===== src/rtl/pipe_ctrl_pkg.sv =====
// Shared constants, types and decode helpers for the pipeline hazard controller.
// Pure declarations; no latency.
// No flow control; consumed by combinational logic only.
package pipe_ctrl_pkg;

    // Register $0 is hardwired to zero, so it doubles as "no register".
    localparam logic [4:0] RNONE      = 5'd0;

    localparam logic [5:0] OP_SPECIAL = 6'h00;
    localparam logic [5:0] FN_MFHI    = 6'h10;
    localparam logic [5:0] FN_MTHI    = 6'h11;
    localparam logic [5:0] FN_MFLO    = 6'h12;
    localparam logic [5:0] FN_MTLO    = 6'h13;
    localparam logic [5:0] FN_MULT    = 6'h18;
    localparam logic [5:0] FN_MULTU   = 6'h19;
    localparam logic [5:0] FN_DIV     = 6'h1a;
    localparam logic [5:0] FN_DIVU    = 6'h1b;

    typedef enum logic [2:0] {
        FWD_RF    = 3'd0,
        FWD_EVALE = 3'd1,
        FWD_MVALM = 3'd2,
        FWD_MVALE = 3'd3,
        FWD_WVALM = 3'd4,
        FWD_WVALE = 3'd5
    } fwd_sel_t;

    typedef enum logic {
        MD_IDLE = 1'b0,
        MD_BUSY = 1'b1
    } md_state_t;

    // Instruction launches the multiply/divide unit.
    function automatic logic is_muldiv(input logic [5:0] op, input logic [5:0] func);
        return (op == OP_SPECIAL) && (func inside {FN_MULT, FN_MULTU, FN_DIV, FN_DIVU});
    endfunction

    // Selects the divide latency rather than the multiply latency.
    function automatic logic is_div(input logic [5:0] op, input logic [5:0] func);
        return (op == OP_SPECIAL) && (func inside {FN_DIV, FN_DIVU});
    endfunction

    // Instruction reads or writes HI/LO and must wait for the unit to go idle.
    function automatic logic is_hilo(input logic [5:0] op, input logic [5:0] func);
        return (op == OP_SPECIAL) &&
               (func inside {FN_MFHI, FN_MTHI, FN_MFLO, FN_MTLO,
                             FN_MULT, FN_MULTU, FN_DIV, FN_DIVU});
    endfunction

    // Youngest producer wins; within M and W the memory result outranks the ALU result.
    function automatic fwd_sel_t fwd_select(
        input logic [4:0] src,
        input logic [4:0] e_dst_e,
        input logic [4:0] m_dst_m,
        input logic [4:0] m_dst_e,
        input logic [4:0] w_dst_m,
        input logic [4:0] w_dst_e
    );
        if (src == RNONE)        return FWD_RF;
        else if (src == e_dst_e) return FWD_EVALE;
        else if (src == m_dst_m) return FWD_MVALM;
        else if (src == m_dst_e) return FWD_MVALE;
        else if (src == w_dst_m) return FWD_WVALM;
        else if (src == w_dst_e) return FWD_WVALE;
        else                     return FWD_RF;
    endfunction

endpackage


===== src/rtl/pipe_ctrl_md_seq.sv =====
// Multiply/divide busy sequencer: IDLE/BUSY FSM with a down-counter.
// busy rises the cycle after start and lasts exactly LAT cycles; done marks the last one.
// start is ignored while busy; synchronous reset aborts a running operation.
module md_seq #(
    parameter int MUL_LAT = 4,
    parameter int DIV_LAT = 32,
    parameter int CNT_W   = 6
) (
    input  logic clk,
    input  logic resetn,
    input  logic start,
    input  logic is_div,
    output logic busy,
    output logic done
);
    import pipe_ctrl_pkg::*;

    // Counter holds "busy cycles remaining minus one", so it reaches zero on the final cycle.
    localparam logic [CNT_W-1:0] MUL_INIT = CNT_W'(MUL_LAT - 1);
    localparam logic [CNT_W-1:0] DIV_INIT = CNT_W'(DIV_LAT - 1);

    md_state_t        state, state_nxt;
    logic [CNT_W-1:0] cnt, cnt_nxt;

    // State and counter registers with synchronous active-low reset.
    always_ff @(posedge clk) begin
        if (!resetn) begin
            state <= MD_IDLE;
            cnt   <= '0;
        end else begin
            state <= state_nxt;
            cnt   <= cnt_nxt;
        end
    end

    // Next-state, counter load/decrement and status outputs.
    always_comb begin
        state_nxt = state;
        cnt_nxt   = cnt;
        busy      = 1'b0;
        done      = 1'b0;
        case (state)
            MD_IDLE: begin
                if (start) begin
                    state_nxt = MD_BUSY;
                    cnt_nxt   = is_div ? DIV_INIT : MUL_INIT;
                end
            end
            MD_BUSY: begin
                busy = 1'b1;
                if (cnt == '0) begin
                    done      = 1'b1;
                    state_nxt = MD_IDLE;
                end else begin
                    cnt_nxt = cnt - CNT_W'(1);
                end
            end
            default: state_nxt = MD_IDLE;
        endcase
    end

endmodule


===== src/rtl/pipe_ctrl.sv =====
// Pipeline hazard controller: forwarding selects, stall/bubble controls, mul/div sequencing.
// All controls are combinational from current inputs and sequencer state (zero latency).
// Load-use and HI/LO hazards stall F/D and bubble E; an E-stage redirect overrides any stall.
module pipe_ctrl #(
    parameter int MUL_LAT = 4,
    parameter int DIV_LAT = 32,
    parameter int CNT_W   = 6    // 2**CNT_W must exceed both latencies
) (
    input  logic       clk,
    input  logic       resetn,
    input  logic [5:0] D_op,
    input  logic [5:0] D_func,
    input  logic [4:0] d_srcA,
    input  logic [4:0] d_srcB,
    input  logic [5:0] E_op,
    input  logic [5:0] E_func,
    input  logic [4:0] E_dstE,
    input  logic [4:0] E_dstM,
    input  logic [4:0] M_dstE,
    input  logic [4:0] M_dstM,
    input  logic [4:0] W_dstE,
    input  logic [4:0] W_dstM,
    input  logic       e_redirect,
    output logic       F_stall,
    output logic       D_stall,
    output logic       D_bubble,
    output logic       E_bubble,
    output logic [2:0] fwdA_sel,
    output logic [2:0] fwdB_sel,
    output logic       md_start,
    output logic       md_busy,
    output logic       md_done
);
    import pipe_ctrl_pkg::*;

    logic e_md;
    logic e_div;
    logic d_hilo;
    logic md_go;
    logic load_use;
    logic hilo_haz;

    assign e_md   = is_muldiv(E_op, E_func);
    assign e_div  = is_div(E_op, E_func);
    assign d_hilo = is_hilo(D_op, D_func);

    // Launch only from idle; a redirect does not suppress it, and reset does.
    assign md_go  = resetn && e_md && !md_busy;

    // The loaded value is not available until M, so a dependent D instruction waits one cycle.
    assign load_use = (E_dstM != RNONE) && ((E_dstM == d_srcA) || (E_dstM == d_srcB));

    // Counting the launch cycle keeps a HI/LO user from slipping past a MULT issuing right now.
    assign hilo_haz = d_hilo && (md_busy || md_go);

    md_seq #(
        .MUL_LAT (MUL_LAT),
        .DIV_LAT (DIV_LAT),
        .CNT_W   (CNT_W)
    ) u_md_seq (
        .clk    (clk),
        .resetn (resetn),
        .start  (md_go),
        .is_div (e_div),
        .busy   (md_busy),
        .done   (md_done)
    );

    // Pipeline-register controls and forwarding selects; reset beats redirect beats stall.
    always_comb begin
        F_stall  = 1'b0;
        D_stall  = 1'b0;
        D_bubble = 1'b0;
        E_bubble = 1'b0;
        md_start = md_go;
        fwdA_sel = fwd_select(d_srcA, E_dstE, M_dstM, M_dstE, W_dstM, W_dstE);
        fwdB_sel = fwd_select(d_srcB, E_dstE, M_dstM, M_dstE, W_dstM, W_dstE);
        if (!resetn) begin
            D_bubble = 1'b1;
            E_bubble = 1'b1;
            fwdA_sel = FWD_RF;
            fwdB_sel = FWD_RF;
        end else if (e_redirect) begin
            D_bubble = 1'b1;
            E_bubble = 1'b1;
        end else if (load_use || hilo_haz) begin
            F_stall  = 1'b1;
            D_stall  = 1'b1;
            E_bubble = 1'b1;
        end
    end

endmodule


===== config.mk =====
export PLATFORM = sky130hd
export DESIGN_NAME = pipe_ctrl
export DESIGN_NICKNAME = d
export VERILOG_FILES = /design/src/rtl/pipe_ctrl_pkg.sv /design/src/rtl/pipe_ctrl_md_seq.sv /design/src/rtl/pipe_ctrl.sv
export SDC_FILE = /design/constraint.sdc
export NUM_CORES = 1
export LEC_CHECK = 0
export ABC_AREA = 1
export BUFFER_PORTS_ARGS = -buffer_cell sky130_fd_sc_hd__buf_2
export CAP_MARGIN = 30
export CORE_MARGIN = 2
export CORE_UTILIZATION = 46
export CTS_CLUSTER_DIAMETER = 50
export CTS_CLUSTER_SIZE = 12
export DETAILED_ROUTE_END_ITERATION = 10
export PLACE_DENSITY = 0.8
export SYNTH_ARGS = -nofsm -noshare
export SYNTH_HDL_FRONTEND = slang
export SYNTH_SLANG_ARGS = --single-unit

===== constraint.sdc =====
create_clock -name clk -period 1.58 [get_ports clk]
set_input_delay 0.237 -clock clk [delete_from_list [all_inputs] [get_ports clk]]
set_output_delay 0.237 -clock clk [all_outputs]
set_load 0.05 [all_outputs]

After elaboration in Yosys (flattened, before gate mapping):

Index checks and enable logic that the tools add are counted.

* output and inout port bits: 13
* logic and storage cells: 82
* bits in registers: 7
* bits of input ports: 67

* muxes and demuxes: 31
* reduce and logical (&&, ||, !) cells: 21
* add/sub/neg operators: 1
* equality and inequality tests: 26
* bitwise gates (word level): 1

Operators by type and width (count)
* 6-bit by 5-bit equality test with 1-bit output (second input constant): 12
* 5-bit equality test: 12
* 3-bit 2-to-1 mux: 14
* 6-bit logical NOT: 3
* 1-bit 2-to-1 mux: 12
* 6-bit 2-to-1 mux: 2
* 6-bit case mux with 2 select lines: 1
* 5-bit logical NOT: 2
* 8-bit nonzero test: 1
* 1-bit logical AND: 7
* 6-bit by 1-bit subtractor with 6-bit output (second input constant): 1
* 5-bit 2-to-1 mux: 1
* 5-bit nonzero test: 1
* 2-bit != test (second input constant): 2
* 4-bit nonzero test: 1
* 1-bit logical OR: 3
* 1-bit case mux with 2 select lines: 1
* 2-bit AND reduction: 1
* 2-bit nonzero test: 1
* 1-bit logical NOT: 1
* 1-bit NOT: 1

Logic depth before layout (Yosys ltp):

Gate-level depths: netlist of run 1.

* depth after elaboration: 11
* mapped depth: 10
* mapped depth without buffers: 9

By module:

Synthesis of run 1 repeated with hierarchy kept, for this count alone.

* cells, all modules: 289
* area, all modules: 1594.0 um2

By module, submodules not included
* pipe_ctrl: instances 1, area each 1146.1 um2, cells each 223
* md_seq: instances 1, area each 447.9 um2, cells each 66

Least setup slack after synthesis of run 1:

No wires, ideal clock.

* path type: flip-flop to output port
* from: register u_md_seq.state
* to: output port F_stall
* arrival time: 2.189 ns
* cell stages (with the launch flop): 6
* data required time: 1.343 ns
* slack: -0.846 ns
* path through: dfxtp_1 inv_2 nand2_1 nand2_1 a21oi_1 buf_4

* longest elaborated chain between the ends: 9

RTL lines
* from (decl): line pipe_ctrl_md_seq.sv:22 `md_state_t state, state_nxt;`
* from (signal assigned): line pipe_ctrl_md_seq.sv:31 `state <= state_nxt;`
* 1-bit 2-to-1 mux *: line pipe_ctrl_md_seq.sv:42 `case (state)`
* 1-bit logical NOT: line pipe_ctrl.sv:48 `assign md_go = resetn && e_md && !md_busy;`
* 1-bit logical AND: line pipe_ctrl.sv:48
* 1-bit logical OR *: line pipe_ctrl.sv:54 `assign hilo_haz = d_hilo && (md_busy || md_go);`
* 1-bit logical AND *: line pipe_ctrl.sv:54
* 1-bit logical OR *: line pipe_ctrl.sv:86 `end else if (load_use || hilo_haz) begin`
* 1-bit 2-to-1 mux * (3 in series)
* to (decl): line pipe_ctrl.sv:24 `output logic F_stall,`

Every way passes the cells marked *; elsewhere a longest branch is shown, timed or not.

Worst setup path in the final report of run 1:

* from: register u_md_seq.cnt[0]
* to: output port md_done

* longest elaborated chain between the ends: 3

RTL lines
* from (decl): line pipe_ctrl_md_seq.sv:23 `logic [CNT_W-1:0] cnt, cnt_nxt;`
* from (signal assigned): line pipe_ctrl_md_seq.sv:32 `cnt <= cnt_nxt;`
* 6-bit logical NOT: line pipe_ctrl_md_seq.sv:51 `if (cnt == '0) begin`
* 1-bit 2-to-1 mux: line pipe_ctrl_md_seq.sv:51
* 1-bit 2-to-1 mux: line pipe_ctrl_md_seq.sv:42
* to (decl): line pipe_ctrl.sv:32 `output logic md_done`

No other way between the ends.

==> flow_summary.ini, run 1 <==
[sta]
hold_violations = 0
period_share = 0.987
drv_slew = 0
max_slew_margin = 0.830
clock.fmax_mhz = 641
worstMarginPinSlew_ns = 0.253
rsz0062_at_grt = yes
fin_worst_skew_ns = 0.00178
finalSetupViolCount = 0
period_needed_ns = 1.56
hold_ws_ns = 0.405

[min_path]
hold_path_class = primary input to flip-flop
holdPathStages = 5

[synthesis]
syn_area_per_cell_um2 = 5.41
postSynthCellCount = 289
synthArstFlopShare = 0
syn_nets = 357
yosys_warnings = 0
synth_edf_count = 0
ys_seq_elements = 7
synthesis.area_um2 = 1560
yosysUniqueCellTypes = 31
ys.flop_type = dfxtp_1
ys_seq_area_frac = 0.0897

[floorplanning]
fp.dieArea_um2 = 3880
core-area_um2 = 3310
initial_utilization = 0.472
ios = 80
rows = 21
die_w_um = 62.3
die_h_um = 62.3

[clock_tree]
htree_levels = 1
clockBufferDepth = 2
cts.root.buffer_cell = clkbuf_4
cts_made_buffers = 3
clock_latency_ns = 0.25
holdBufCountCts = 0
numClockSinks = 7
cts_tree = done
clkSlewWorstSetupHoldPaths_ns = 0.05

[detailed_routing]
drtIter0Drc = 117
antenna_left = 0
wl_met2_um = 2410
dr_wl_met3_um = 347
routedWlPerCell_um = 11.4
via_count = 2034
via_per_inst = 4.76
dr.pass1.iters = 4
dr.max_layer_used = met4
drc = 0
routed_wl_um = 4860
wl_met1_um = 2070

[critical_path]
cp_data_required_time_ns = 1.34
rr_worst_depth = 9
critPathArrivalTime_ns = 1.32
setup.worst_path.class = flip-flop to primary output
cp-end-kind = primary output
startpoint_type = flip-flop
critPathMaxFanout = 3

[power]
powerDensity_nw_per_um2 = 356
p_total_uw = 881
power_leakage_nw = 1.34
peakVddDrop_uv = 383

[finish]
syn2layout_area_growth_pct = 58.1
final_common_cell = nand2_1
n_antenna_cell = 0
layout_common_cells = nand2_1 (86), buf_2 (53), nor2_1 (36)
fin_nets = 450
seq_area_um2 = 144
multi_input_area_um2 = 1390
drive_gt1_frac = 0.404
num-fill-cells = 272

[grt]
grt_max_degree = 9
antenna_found_initial = 0
grt.total_usage = 0.228
grt_pass1_vias = 1803
grt_pass1_wl_um = 7480
grt.overflow.total = 0

[job]
maxCapViolCount = 0

[place]
post-dp-hpwl_um = 3690
io_buffers = 75
gp_congestion = 0.918

[status]
status = finished clean
## repair_timing
action | 4_1_cts | 5_1_grt
pin swaps | 11 | 27
resized for setup | 33 | 50
endpoints found under the setup margin | 10 | 10
setup buffers | 0 | 3
endpoints found under the hold margin | 0 | 0
## synthesized netlist by cell type, types with 2 or more instances
cell type | count | area [um2]
buf_2 | 9 | 45.0
or2_2 | 3 | 18.8
nor2_1 | 46 | 173
nand3_1 | 24 | 120
nand4_1 | 4 | 25.0
dfxtp_1 | 7 | 140
nor3_1 | 8 | 40.0
xor2_1 | 19 | 166
a21oi_1 | 6 | 30.0
nand2_1 | 89 | 334
o21ai_0 | 2 | 10.0
xnor2_1 | 20 | 175
inv_1 | 34 | 128
## final timing paths
kind	startpoint	end	slack, ns
setup / recovery	u_md_seq.cnt[0]$_SDFFE_PN0P_	md_done	0.02
hold / removal	E_func[1]	u_md_seq.cnt[3]$_SDFFE_PN0P_	0.41
setup reg to reg	u_md_seq.cnt[0]$_SDFFE_PN0P_	u_md_seq.cnt[2]$_SDFFE_PN0P_	0.21
hold reg to reg	u_md_seq.cnt[1]$_SDFFE_PN0P_	u_md_seq.cnt[1]$_SDFFE_PN0P_	0.50
## logic make-up (layout without fill, tap and decap cells)
family                     after synthesis  count (layout)  share of synthesized area
AOI/OAI and AO/OA                       10              10                     0.0336
DFF                                      7               7                     0.0897
adders and majority gates                1               1                    0.00801
buffers and inverters                   48             140                      0.131
and+or+nand+nor                        184             184                      0.519
xor gates and xnor gates                39              39                      0.219
## sequential cells by signal, summed over array words and instances (netlist names)
register and count:
u_md_seq.state 1, u_md_seq.cnt 6
## cell type report
type | count | share of cell area
repair buffers | 100 | 0.290
inverters | 36 | 0.0567
multi-input cells | 234 | 0.562
clock buffers | 4 | 0.0106
well taps | 46 | 0.0233
flip-flops and latches | 7 | 0.0582
## metal layers
| metal | GRT usage | vias to the layer above |
|---|---|---|
| met5 | 0 | - |
| met4 | 0.0472 | 0 |
| met3 | 0.0236 | 5 |
| met2 | 0.401 | 71 |
| met1 | 0.303 | 899 |
| li1 | - | 1059 |
## stage by stage
step | utilization | TNS, ns | worst slack [ns] | area, um2 | instances
after floorplan | - | -0.406 | -0.214 | 1610 | 289
after global placement | 0.649 | -0.624 | -0.100 | 2150 | 421
after detailed placement | 0.649 | -0.832 | -0.127 | 2150 | 421
after CTS | 0.687 | 0 | 0.000127 | 2270 | 424
after global routing | 0.746 | -0.372 | -0.0871 | 2470 | 427
final | 0.746 | 0 | 0.0200 | 2470 | 427
## critical path, cell delays in order, from the launching register on
cell and delay (ns):
dfxtp_2 0.32, inv_2 0.08, ha_4 0.14, nand4_1 0.18
nor2_2 0.18, buf_6 0.17
## report_power, final
group | leakage [nW] | internal [mW] | switching, mW | total, mW
registers | 0.0579 | 0.177 | 0.0000469 | 0.177
clock network | 0.0150 | 0.0964 | 0.0660 | 0.162
logic | 1.27 | 0.253 | 0.288 | 0.542
total | 1.34 | 0.527 | 0.354 | 0.881
Note: power is estimated with default switching activity, not from simulation.
==> inputs of run 2 (changes only) <==
--- a/config.mk
+++ b/config.mk
@@ -9,11 +9,12 @@
 export BUFFER_PORTS_ARGS = -buffer_cell sky130_fd_sc_hd__buf_2
 export CAP_MARGIN = 30
 export CORE_MARGIN = 2
-export CORE_UTILIZATION = 46
+export CORE_UTILIZATION = 47
 export CTS_CLUSTER_DIAMETER = 50
 export CTS_CLUSTER_SIZE = 12
 export DETAILED_ROUTE_END_ITERATION = 10
-export PLACE_DENSITY = 0.8
+export PLACE_DENSITY = 0.81
 export SYNTH_ARGS = -nofsm -noshare
 export SYNTH_HDL_FRONTEND = slang
+export SYNTH_HIERARCHICAL = 1
 export SYNTH_SLANG_ARGS = --single-unit
==> flow_summary.ini, run 2 <==
[synthesis]
postSynthCellCount = 289
synthTopCellsByCount = nand2_1 (88), inv_1 (42), nor2_1 (41)
syn_area_per_cell_um2 = 5.52
ys_seq_elements = 7
yosysMostFrequentCell = nand2_1
ys.flop_type = dfxtp_1
synth_top_area_cell = nand2_1
yosysUniqueCellTypes = 26
syn_nets = 358
synth_top_area_frac = 0.207
synth_area_leaders = nand2_1 (21%), xor2_1 (11%), xnor2_1 (10%)
synth_edf_count = 0
synthArstFlopShare = 0
yosys_warnings = 6
ys_seq_area_frac = 0.0879
synthesis.area_um2 = 1590

[detailed_routing]
routed_wl_um = 4960
routedWlPerCell_um = 11.9
antenna_left = 0
drtIter0Drc = 106
via_count = 2032
dr.pass1.iters = 4
drc = 0
via_per_inst = 4.87

[floorplanning]
fp.dieArea_um2 = 3870
initial_utilization = 0.485
ios = 80
die_h_um = 62.2
rows = 21
core-area_um2 = 3280
die_w_um = 62.2

[clock_tree]
holdBufCountCts = 0
clkSlewWorstSetupHoldPaths_ns = 0.06
cts_made_buffers = 3
htree_levels = 1
cts_tree = done
numClockSinks = 7
cts.root.buffer_cell = clkbuf_4
clockBufferDepth = 2
clock_latency_ns = 0.26

[sta]
clock.fmax_mhz = 618
period_needed_ns = 1.62
period_share = 1.02
rsz0062_at_grt = yes
max_slew_margin = 0.791
hold_violations = 0
finalSetupViolCount = 2
fin_worst_skew_ns = 0.00160
drv_slew = 0
fin_ws_ns = -0.0393
worstMarginPinSlew_ns = 0.311

[critical_path]
cp_data_required_time_ns = 1.34
critPathMostFrequentCell = nand2_1
cp-end-kind = primary output
setup.worst_path.class = primary input to primary output
path_cells = buf_6 > or2_0 > nor3_2 > nand3_2 > nand2_1 > nand2_1 > nand2_1 > inv_2 > nor2_4 > buf_6
rr_worst_depth = 10
startpoint_type = primary input
cpPeakStageDelay_ns = 0.22
worstReg2RegStart = u_md_seq/cnt[0]$_SDFFE_PN0P_
r2r_slack_ns = 0.27
critPathSlowestCell = or2_0
critPathArrivalTime_ns = 1.38
worstReg2RegEnd = u_md_seq/cnt[3]$_SDFFE_PN0P_
critPathMaxFanout = 2

[job]
maxCapViolCount = 0

[finish]
num-fill-cells = 272
multi_input_area_um2 = 1370
syn2layout_area_growth_pct = 50.9
layout_common_cells = nand2_1 (83), buf_2 (51), nor2_1 (33)
n_antenna_cell = 0
final_common_cell = nand2_1
top_regs = u_md_seq/cnt: 6 flops, u_md_seq/state: 1 flops
largest_reg_flops = 6
seq_area_um2 = 144
fin_nets = 441
drive_gt1_frac = 0.404
top_register = u_md_seq/cnt

[grt]
grt_pass1_wl_um = 7960
grt_max_degree = 10
grt.overflow.total = 0
antenna_found_initial = 0
grt.total_usage = 0.247
grt_pass1_vias = 1866

[min_path]
holdPathStages = 3
hold_path_class = primary input to flip-flop
hp-start = resetn
min_to = u_md_seq/cnt[2]$_SDFFE_PN0P_

[power]
power_leakage_nw = 1.28
peakVddDrop_uv = 176
powerDensity_nw_per_um2 = 356
p_total_uw = 856

[place]
post-dp-hpwl_um = 3560
pre_cts_ws_ns = -0.166
io_buffers = 75
gp_congestion = 0.847

[status]
status = complete, but fails checks
violations = negative setup slack
[run 2: per-stage QoR]
stage	hold slack [ns]	TNS (ns)	util	cell area [um2]	instances
3_5_place_dp	0.486	-1.30	0.633	2080	411
6_report	0.279	-0.0778	0.732	2400	417
4_1_cts	0.270	-0.0960	0.673	2210	415
2_1_floorplan	0.357	-0.393	-	1650	289
3_3_place_gp	0.484	-0.795	0.633	2080	411
5_1_grt	0.297	-0.460	0.732	2400	417
[run 2: worst max-delay path by stage]
stage | from | to | slack (ns) | depth (start not counted)
after floorplan | d_srcA[4] | fwdA_sel[1] | -0.18 | 6
after global routing | E_op[3] | D_stall | -0.13 | 10
final | E_op[3] | D_stall | -0.04 | 10
after CTS | E_op[3] | D_stall | -0.05 | 10
after global placement | E_op[3] | F_stall | -0.12 | 10
after detailed placement | E_op[3] | D_stall | -0.17 | 10
[run 2: critical path: cells and delay by family]
kind	cells	cell delay [ns]
and+or+nand+nor	7	0.84
buffers and inverters	3	0.31
[run 2: timing repair]
action                     CTS  global route
buffers inserted             0             2
resized for setup           34            64
pin swaps                   10            27
gates cloned                 0             0
setup endpoints to repair   11            11
[run 2: power by group]
part	leakage [nW]	internal, mW	total (mW)	switching (mW)
combinational	1.20	0.230	0.504	0.274
clock	0.0150	0.0972	0.175	0.0780
sequential	0.0579	0.177	0.177	0.000335
total	1.28	0.504	0.856	0.353
[run 2: routing by layer]
metal / GRT usage / vias to the layer above / part of all wire
met5: 0 / - / 0
met1: 0.299 / 894 / 0.40
met4: 0.0556 / 0 / 0.021
met2: 0.469 / 91 / 0.51
li1: - / 1037 / -
met3: 0.0217 / 10 / 0.065
[run 2: logic make-up (layout without fill, tap and decap cells)]
group,after synthesis,in the layout,synth area share
compound gates,12,12,0.0400
xor+xnor,39,39,0.214
fa+ha+maj,2,2,0.0157
buf+inv,54,136,0.158
flops,7,7,0.0879
simple gates,175,175,0.484
[run 2: area by class of cell]
class / instances / area share
Multi-Input combinational cell: 228 / 0.568
Timing Repair Buffer: 89 / 0.266
Tap cell: 46 / 0.0239
Clock buffer: 4 / 0.0109
Inverter: 43 / 0.0713
Sequential cell: 7 / 0.0598
==> inputs of run 3 (changes only) <==
--- a/config.mk
+++ b/config.mk
@@ -13,6 +13,7 @@
 export CTS_CLUSTER_DIAMETER = 50
 export CTS_CLUSTER_SIZE = 12
 export DETAILED_ROUTE_END_ITERATION = 10
+export GPL_TIMING_DRIVEN = 0
 export PLACE_DENSITY = 0.81
 export SYNTH_ARGS = -nofsm -noshare
 export SYNTH_HDL_FRONTEND = slang
==> flow_summary.ini, run 3 (synthesized netlist as in run 2, its figures left out) <==
[grt]
grt_pass1_vias = 1771
grt.overflow.total = 0
grt_pass1_wl_um = 7440
antenna_found_initial = 0
grt.total_usage = 0.230
grt_max_degree = 13

[finish]
top_regs = u_md_seq/cnt: 6 flops, u_md_seq/state: 1 flops
n_antenna_cell = 0
fin_nets = 433
final_common_cell = nand2_1
multi_input_area_um2 = 1320
drive_gt1_frac = 0.355
fin_util = 0.689
largest_reg_flops = 6
stdcell_count = 409
syn2layout_area_growth_pct = 41.9
layout_common_cells = nand2_1 (86), buf_2 (53), inv_1 (35)
top_register = u_md_seq/cnt
final_area_um2 = 2260
seq_area_um2 = 144
num-fill-cells = 294

[critical_path]
r2r_slack_ns = 0.24
worstReg2RegEnd = u_md_seq/cnt[4]$_SDFFE_PN0P_
cp-end-kind = primary output
startpoint_type = primary input
rr_worst_depth = 10
worstReg2RegStart = u_md_seq/cnt[0]$_SDFFE_PN0P_
cp_data_required_time_ns = 1.34
critPathArrivalTime_ns = 1.47
critPathMaxFanout = 2
setup.worst_path.class = primary input to primary output

[detailed_routing]
routed_wl_um = 4420
routedWlPerCell_um = 10.8
antenna_left = 0
drtIter0Drc = 130
via_per_inst = 4.73
via_count = 1936
dr.pass1.iters = 4
drc = 0

[floorplanning]
core-area_um2 = 3280
ios = 80
fp.dieArea_um2 = 3870
die_h_um = 62.2
rows = 21
die_w_um = 62.2
initial_utilization = 0.485

[place]
dp_cells = 400
post-dp-hpwl_um = 3360
dpl_cell_area_um2 = 2030
io_buffers = 65
gp_congestion = 0.841

[sta]
fin_ws_ns = -0.131
finalSetupViolCount = 3
fin_worst_skew_ns = 0.00690
clock.fmax_mhz = 585
hold_ws_ns = 0.319
hold_violations = 0
rsz0062_at_grt = yes
max_slew_margin = 0.825
drv_slew = 0
worstMarginPinSlew_ns = 0.260
period_share = 1.08
period_needed_ns = 1.71

[power]
p_total_uw = 805
powerDensity_nw_per_um2 = 356
power_leakage_nw = 1.23
peakVddDrop_uv = 205

[clock_tree]
cts_made_buffers = 3
clock_latency_ns = 0.26
clockBufferDepth = 2
htree_levels = 1
cts.root.buffer_cell = clkbuf_4
clkSlewWorstSetupHoldPaths_ns = 0.06
cts_tree = done
numClockSinks = 7

[job]
maxCapViolCount = 0

[status]
violations = negative setup slack
status = complete, but fails checks

[min_path]
hold_path_class = primary input to flip-flop
hp-start = resetn
min_to = u_md_seq/cnt[2]$_SDFFE_PN0P_
holdPathStages = 3
==> run 3: changes by cell type in the layout (fill, tap and decap cells not counted), moves of 2 or more <==
cell	before	now
buf_2	51	53
buf_4	16	9
buf_6	19	17
inv_1	30	35
inv_2	10	7
nand2_1	83	86
nand2_2	5	2
nand3_1	14	17
nand3_2	7	4
==> run 3: cell type report <==
cell class                      instances  share of cell area
Inverter                               43              0.0725
Buffer                                 11              0.0465
Timing Repair Buffer                   70               0.195
Multi-Input combinational cell        228               0.585
Tap cell                               46              0.0254
Sequential cell                         7              0.0636
Clock buffer                            3             0.00996
Clock inverter                          1             0.00221
==> run 3: worst max-delay path: stages <==
cell and delay, ns:
buf_6 0.09, or2_1 0.23, nor3_2 0.14, nand3_1 0.14, nand2_1 0.12, nand2_1 0.05, nand2_1 0.08, inv_2 0.05
nor2_4 0.12, buf_6 0.10, buf_8 0.13
==> run 3: worst max path at each step <==
stage	cells past startpoint	slack [ns]	startpoint	end
after global routing	11	-0.27	E_op[3]	F_stall
after global placement	11	-0.28	E_op[3]	F_stall
after floorplan	6	-0.18	d_srcA[4]	fwdA_sel[1]
after detailed placement	11	-0.31	E_op[3]	F_stall
final	11	-0.13	E_op[3]	F_stall
after CTS	11	-0.08	E_op[3]	F_stall
==> run 3: report_power, final <==
part / total [mW] / internal [mW] / switching, mW
Combinational: 0.458 / 0.202 / 0.256
Clock: 0.170 / 0.0931 / 0.0770
Sequential: 0.177 / 0.177 / 0.000315
==> run 3: repair_timing <==
| item | in CTS | in global routing |
|---|---|---|
| pin swaps | 1 | 5 |
| gates cloned | 0 | 0 |
| setup buffers | 2 | 3 |
| endpoints found under the setup margin | 10 | 11 |
| hold buffers | 0 | 0 |
| hold endpoints to repair | 0 | 0 |
| gates resized for setup | 16 | 42 |
==> run 3: layer usage <==
metal | routed length (um) | vias up | global-route usage
met5 | 0 | - | 0
met4 | 14 | 0 | 0.0333
met3 | 271 | 2 | 0.0417
met2 | 2180 | 70 | 0.432
met1 | 1960 | 844 | 0.278
li1 | - | 1020 | -
==> run 3: metrics by stage <==
| stage | TNS [ns] | setup slack (ns) |
|---|---|---|
| floorplan | -0.393 | -0.178 |
| global placement | -0.850 | -0.276 |
| detailed placement | -0.957 | -0.306 |
| CTS | -0.245 | -0.0849 |
| global route | -0.952 | -0.266 |
| finish | -0.214 | -0.131 |
